File: src/rtl/prom_loader_if.sv
// Byte-stream input and memory write-port bundle for the pattern-memory loader.
// slave = loader side, master = stream source / memory observer side.
interface prom_loader_if #(
  parameter int ADDR_WIDTH = 7,
  parameter int DATA_WIDTH = 36
);
  logic [7:0]            in_data;
  logic                  in_valid;
  logic                  in_ready;
  logic [ADDR_WIDTH-1:0] mem_addr;
  logic [DATA_WIDTH-1:0] mem_din;
  logic                  mem_we;

  modport slave (
    input  in_data, in_valid,
    output in_ready, mem_addr, mem_din, mem_we
  );

  modport master (
    output in_data, in_valid,
    input  in_ready, mem_addr, mem_din, mem_we
  );
endinterface

File: src/rtl/prom_loader.sv
// Packs a little-endian byte stream into DATA_WIDTH words and writes them to addresses 0..DEPTH-1.
// Six cycles per word minimum (one per byte plus one write cycle); in_ready is low outside LOAD.
module prom_loader #(
  parameter int ADDR_WIDTH = 7,
  parameter int DATA_WIDTH = 36
) (
  input  logic                clk,
  input  logic                rst_n,
  input  logic                start,
  prom_loader_if.slave        bus,
  output logic                busy,
  output logic                done,
  output logic [ADDR_WIDTH:0] word_count
);

  localparam int BPW   = (DATA_WIDTH + 7) / 8;
  localparam int IDX_W = (BPW > 1) ? $clog2(BPW) : 1;
  localparam logic [IDX_W-1:0]      LAST_IDX  = IDX_W'(BPW - 1);
  localparam logic [ADDR_WIDTH-1:0] LAST_ADDR = '1;

  typedef enum logic [1:0] {IDLE, LOAD, WRITE, DONE} state_t;

  state_t                state;
  logic [IDX_W-1:0]      byte_idx;
  logic [DATA_WIDTH-1:0] din_next;
  logic                  accept;

  assign accept = bus.in_valid && bus.in_ready;

  // Merge the incoming byte into its lane; bits beyond DATA_WIDTH in the last byte fall away.
  always_comb begin
    din_next = bus.mem_din;
    for (int i = 0; i < DATA_WIDTH; i++) begin
      if (byte_idx == IDX_W'(i / 8)) begin
        din_next[i] = bus.in_data[3'(i % 8)];
      end
    end
  end

  always_ff @(posedge clk or negedge rst_n) begin
    if (!rst_n) begin
      state        <= IDLE;
      byte_idx     <= '0;
      bus.in_ready <= 1'b0;
      bus.mem_addr <= '0;
      bus.mem_din  <= '0;
      bus.mem_we   <= 1'b0;
      busy         <= 1'b0;
      done         <= 1'b0;
      word_count   <= '0;
    end else begin
      bus.mem_we <= 1'b0;
      case (state)
        IDLE, DONE: begin
          if (start) begin
            state        <= LOAD;
            bus.in_ready <= 1'b1;
            busy         <= 1'b1;
            done         <= 1'b0;
            bus.mem_addr <= '0;
            word_count   <= '0;
            byte_idx     <= '0;
          end
        end
        LOAD: begin
          // A restart wins over a byte arriving in the same cycle; that byte is dropped.
          if (start) begin
            bus.mem_addr <= '0;
            word_count   <= '0;
            byte_idx     <= '0;
          end else if (accept) begin
            bus.mem_din <= din_next;
            if (byte_idx == LAST_IDX) begin
              state        <= WRITE;
              bus.in_ready <= 1'b0;
              bus.mem_we   <= 1'b1;
            end else begin
              byte_idx <= byte_idx + 1'b1;
            end
          end
        end
        WRITE: begin
          word_count <= word_count + 1'b1;
          if (bus.mem_addr == LAST_ADDR) begin
            state <= DONE;
            busy  <= 1'b0;
            done  <= 1'b1;
          end else begin
            state        <= LOAD;
            bus.mem_addr <= bus.mem_addr + 1'b1;
            byte_idx     <= '0;
            bus.in_ready <= 1'b1;
          end
        end
        default: state <= IDLE;
      endcase
    end
  end

endmodule

File: src/flat_wrapper.sv
// flat-port wrapper written by rule: the top's interface ports become plain ports
module prom_loader_flat 
#(
  parameter int ADDR_WIDTH = 7,
  parameter int DATA_WIDTH = 36
)
  (clk, rst_n, start, busy, done, word_count, bus_in_data, bus_in_valid, bus_in_ready, bus_mem_addr, bus_mem_din, bus_mem_we);
  prom_loader_if #(.ADDR_WIDTH(ADDR_WIDTH), .DATA_WIDTH(DATA_WIDTH)) bus_i ();
  input  logic clk;
  input  logic rst_n;
  input  logic start;
  output logic busy;
  output logic done;
  output logic [ADDR_WIDTH:0] word_count;
  input wire logic [$bits(bus_i.in_data)-1:0] bus_in_data;
  input wire logic [$bits(bus_i.in_valid)-1:0] bus_in_valid;
  output wire logic [$bits(bus_i.in_ready)-1:0] bus_in_ready;
  output wire logic [$bits(bus_i.mem_addr)-1:0] bus_mem_addr;
  output wire logic [$bits(bus_i.mem_din)-1:0] bus_mem_din;
  output wire logic [$bits(bus_i.mem_we)-1:0] bus_mem_we;
  assign bus_i.in_data = bus_in_data;
  assign bus_i.in_valid = bus_in_valid;
  assign bus_in_ready = bus_i.in_ready;
  assign bus_mem_addr = bus_i.mem_addr;
  assign bus_mem_din = bus_i.mem_din;
  assign bus_mem_we = bus_i.mem_we;
  prom_loader #(.ADDR_WIDTH(ADDR_WIDTH), .DATA_WIDTH(DATA_WIDTH)) u_core (.clk(clk), .rst_n(rst_n), .start(start), .bus(bus_i), .busy(busy), .done(done), .word_count(word_count));
endmodule
File: config.mk
export PLATFORM = sky130hd
export DESIGN_NAME = prom_loader_flat
export DESIGN_NICKNAME = d
export VERILOG_FILES = /design/src/rtl/prom_loader_if.sv /design/src/rtl/prom_loader.sv /design/src/flat_wrapper.sv
export SDC_FILE = /design/constraint.sdc
export NUM_CORES = 1
export LEC_CHECK = 0
export BUFFER_PORTS_ARGS = -buffer_cell sky130_fd_sc_hd__buf_2
export CAP_MARGIN = 25
export CORE_MARGIN = 1.5
export CORE_UTILIZATION = 51
export CTS_BUF_LIST = sky130_fd_sc_hd__clkbuf_16
export DETAILED_ROUTE_END_ITERATION = 7
export HOLD_SLACK_MARGIN = 0.12
export PLACE_DENSITY_LB_ADDON = 0.25
export SETUP_SLACK_MARGIN = 0.1
export SYNTH_ARGS = -nofsm -noshare
export SYNTH_HDL_FRONTEND = slang
export SYNTH_SLANG_ARGS = --single-unit
File: constraint.sdc
create_clock -name clk -period 2.5 [get_ports clk]
set_clock_uncertainty 0.15 [all_clocks]
set_input_delay 0 -clock clk [delete_from_list [all_inputs] [get_ports clk]]
set_output_delay 0 -clock clk [all_outputs]
set_load 0.05 [all_outputs]
==> impl_metrics.ini <==
[run_status]
status = finished, final reports clean

[setup_path]
crit_required_ns = 2.51
reg2reg_depth = 6
critical_path.endpoint_type = flip-flop
arrival_ns = 2.17
r2r_start = u_core.state[1]
start_kind = flip-flop
cp-startpoint = u_core.state[1]
crit_type = flip-flop to flip-flop
worstPathMaxFanout = 8

[clock_tree]
cts.sinks = 44
root_buffer = clkbuf_16
tritoncts = yes
htreeDepth = 2
post_cts_buffers = 0
cts_resized = 0
clockBufferDepth = 2
clkLatencyLatePin_ns = 0.28
cts_made_buffers = 5
clkSlewWorstSetupHoldPaths_ns = 0.06

[yosys]
avgSynthCellArea_sq_um = 11.2
ys_types = 45
synth_edf_count = 0
yosysSeqAreaShare = 0.482
yosys_warnings = 0
ys.flop_type = dfrtp_1
synthCells = 204
synth_area_sq_um = 2290
ys_ff_latch = 44
async_flop_share = 1.00

[drt]
routed_wl_um = 4260
num_vias = 1609
viasPerCell = 5.19
wl_per_cell_um = 13.7
postRouteAntennaNets = 0
dr.pass1.iters = 4
drt_iter0_drc = 49
drc_errors = 0

[floorplan]
dieArea_sq_um = 4890
start_util = 0.529
pin_count = 67
die_w_um = 70.0
fp.coreArea_sq_um = 4320
die_y_um = 70.0
num_rows = 24

[finish]
final_cell_mix = buf_2 (46), dfrtp_1 (44), mux2_2 (20)
final_common_cell = buf_2
syn_to_final_growth_pct = 17.8
n_antenna_cell = 0
nets = 279
drive_above_1_share = 0.326
finalNonFillerCells = 310

[timing]
setup_viol = 0
tightest_slew_ns = 0.560
period_share = 0.861
hold_viol = 0
min_period_ns = 2.15
max_clock_freq_ghz = 0.465
slew_viol_final = 0
setup-tns-final_ns = 0
rsz0062_at_grt = false
maxSlewHeadroom = 0.625

[placed_design]
hpwl_um = 2920
place_inst = 294
globalplace.congestion = 0.792
io_buffers = 46

[flow_run]
maxCapViolations = 0

[global_route]
grtUsageTotal = 0.185
grt_pass1_vias = 1538
overflow = 0
antenna_found_initial = 0
grt_max_degree = 45
grt_pass1_wl_um = 7330

[pwr]
power_density_nw_per_um2 = 838
p_leak_nw = 1.40
ir_drop_uv = 422

[worst_hold_path]
hold_path_class = input pin to asynchronous set/reset pin
-- worst max-delay path, stage by stage, from the launching register on --
cell      delay [ns]
dfrtp_1         0.39
inv_1           0.10
ha_1            0.34
nand2b_2        0.15
nor3_1          0.23
and2_0          0.31
mux2_2          0.37
-- per-stage QoR --
stage | power (mW) | setup WS (ns) | hold slack, ns | cell area (sq um) | util
after floorplan | 1.50 | 0.432 | -0.446 | 2340 | -
after global placement | 1.62 | 0.368 | 0.0637 | 2460 | 0.568
after detailed placement | 1.64 | 0.319 | 0.0684 | 2460 | 0.568
after CTS | 2.27 | 0.308 | 0.308 | 2670 | 0.616
after global routing | 2.37 | 0.115 | 0.141 | 2690 | 0.623
final | 2.26 | 0.348 | 0.0912 | 2690 | 0.623
-- registers in the layout, indices dropped and copies added, names as in the netlist --
name and flops:
u_core.state 2, u_core.bus.in_ready 1, u_core.bus.mem_we 1, u_core.bus.mem_din 20
u_core.done 1, u_core.byte_idx 3, u_core.busy 1, u_core.bus.mem_addr 7
u_core.word_count 8
-- what timing repair did --
action	CTS	global route
setup endpoints to repair	0	0
hold buffers	7	0
endpoints found under the hold margin	72	0
-- per-layer routing --
layer  part of all wire  vias up  track usage
met5                  0        -            0
met4              0.012        0       0.0513
met2               0.45       47        0.288
met3              0.059        7       0.0505
met1               0.48      769        0.256
li1                   -      786            -
-- report_power, final --
group	leakage [nW]	internal (mW)	total (mW)	switching, mW
Sequential	0.585	0.814	0.868	0.0540
Combinational	0.740	0.208	0.766	0.558
Clock	0.0710	0.363	0.622	0.260
-- final timing paths --
check	slack, ns	endpoint
setup / recovery	0.35	u_core.bus.mem_din[10]
hold / removal	0.09	u_core.bus.mem_addr[5]
setup reg to reg	0.35	u_core.bus.mem_din[10]
hold reg to reg	0.32	u_core.word_count[7]
max in group asynchronous	1.62	u_core.byte_idx[1]
min in group clk	0.32	u_core.word_count[7]
-- cell families (layout without fill, tap and decap cells) --
family	Yosys count	count (layout)	share of synthesized area
xor+xnor	5	5	0.0192
simple gates	55	55	0.135
other cells	1	16	0.00164
flops	44	44	0.482
fa+ha+maj	10	10	0.0547
buf+inv	32	71	0.0941
compound gates	31	31	0.0892
mux	26	26	0.125
-- area by class of cell --
| type | count | area (sq um) |
|---|---|---|
| Clock buffer | 5 | 125 |
| Clock inverter | 3 | 13.8 |
| Fill cell | 378 | 1630 |
| Inverter | 9 | 33.8 |
| Multi-Input combinational cell | 143 | 1030 |
| Sequential cell | 44 | 1100 |
| Tap cell | 52 | 65.1 |
| Timing Repair Buffer | 54 | 328 |
-- Yosys cell counts (3+ instances only) --
cell	number	share of area
inv_1	9	0.015
mux2_2	20	0.099
buf_4	16	0.053
o21ai_0	11	0.024
nand3_1	8	0.018
a21oi_1	5	0.011
buf_6	4	0.020
a22o_1	3	0.011
xnor2_1	3	0.011
ha_1	10	0.055
nor2_1	9	0.015
mux2i_1	6	0.026
nand2_1	17	0.028
dfrtp_1	44	0.48
nand4_1	4	0.011
(Power assumes the default switching activity.)
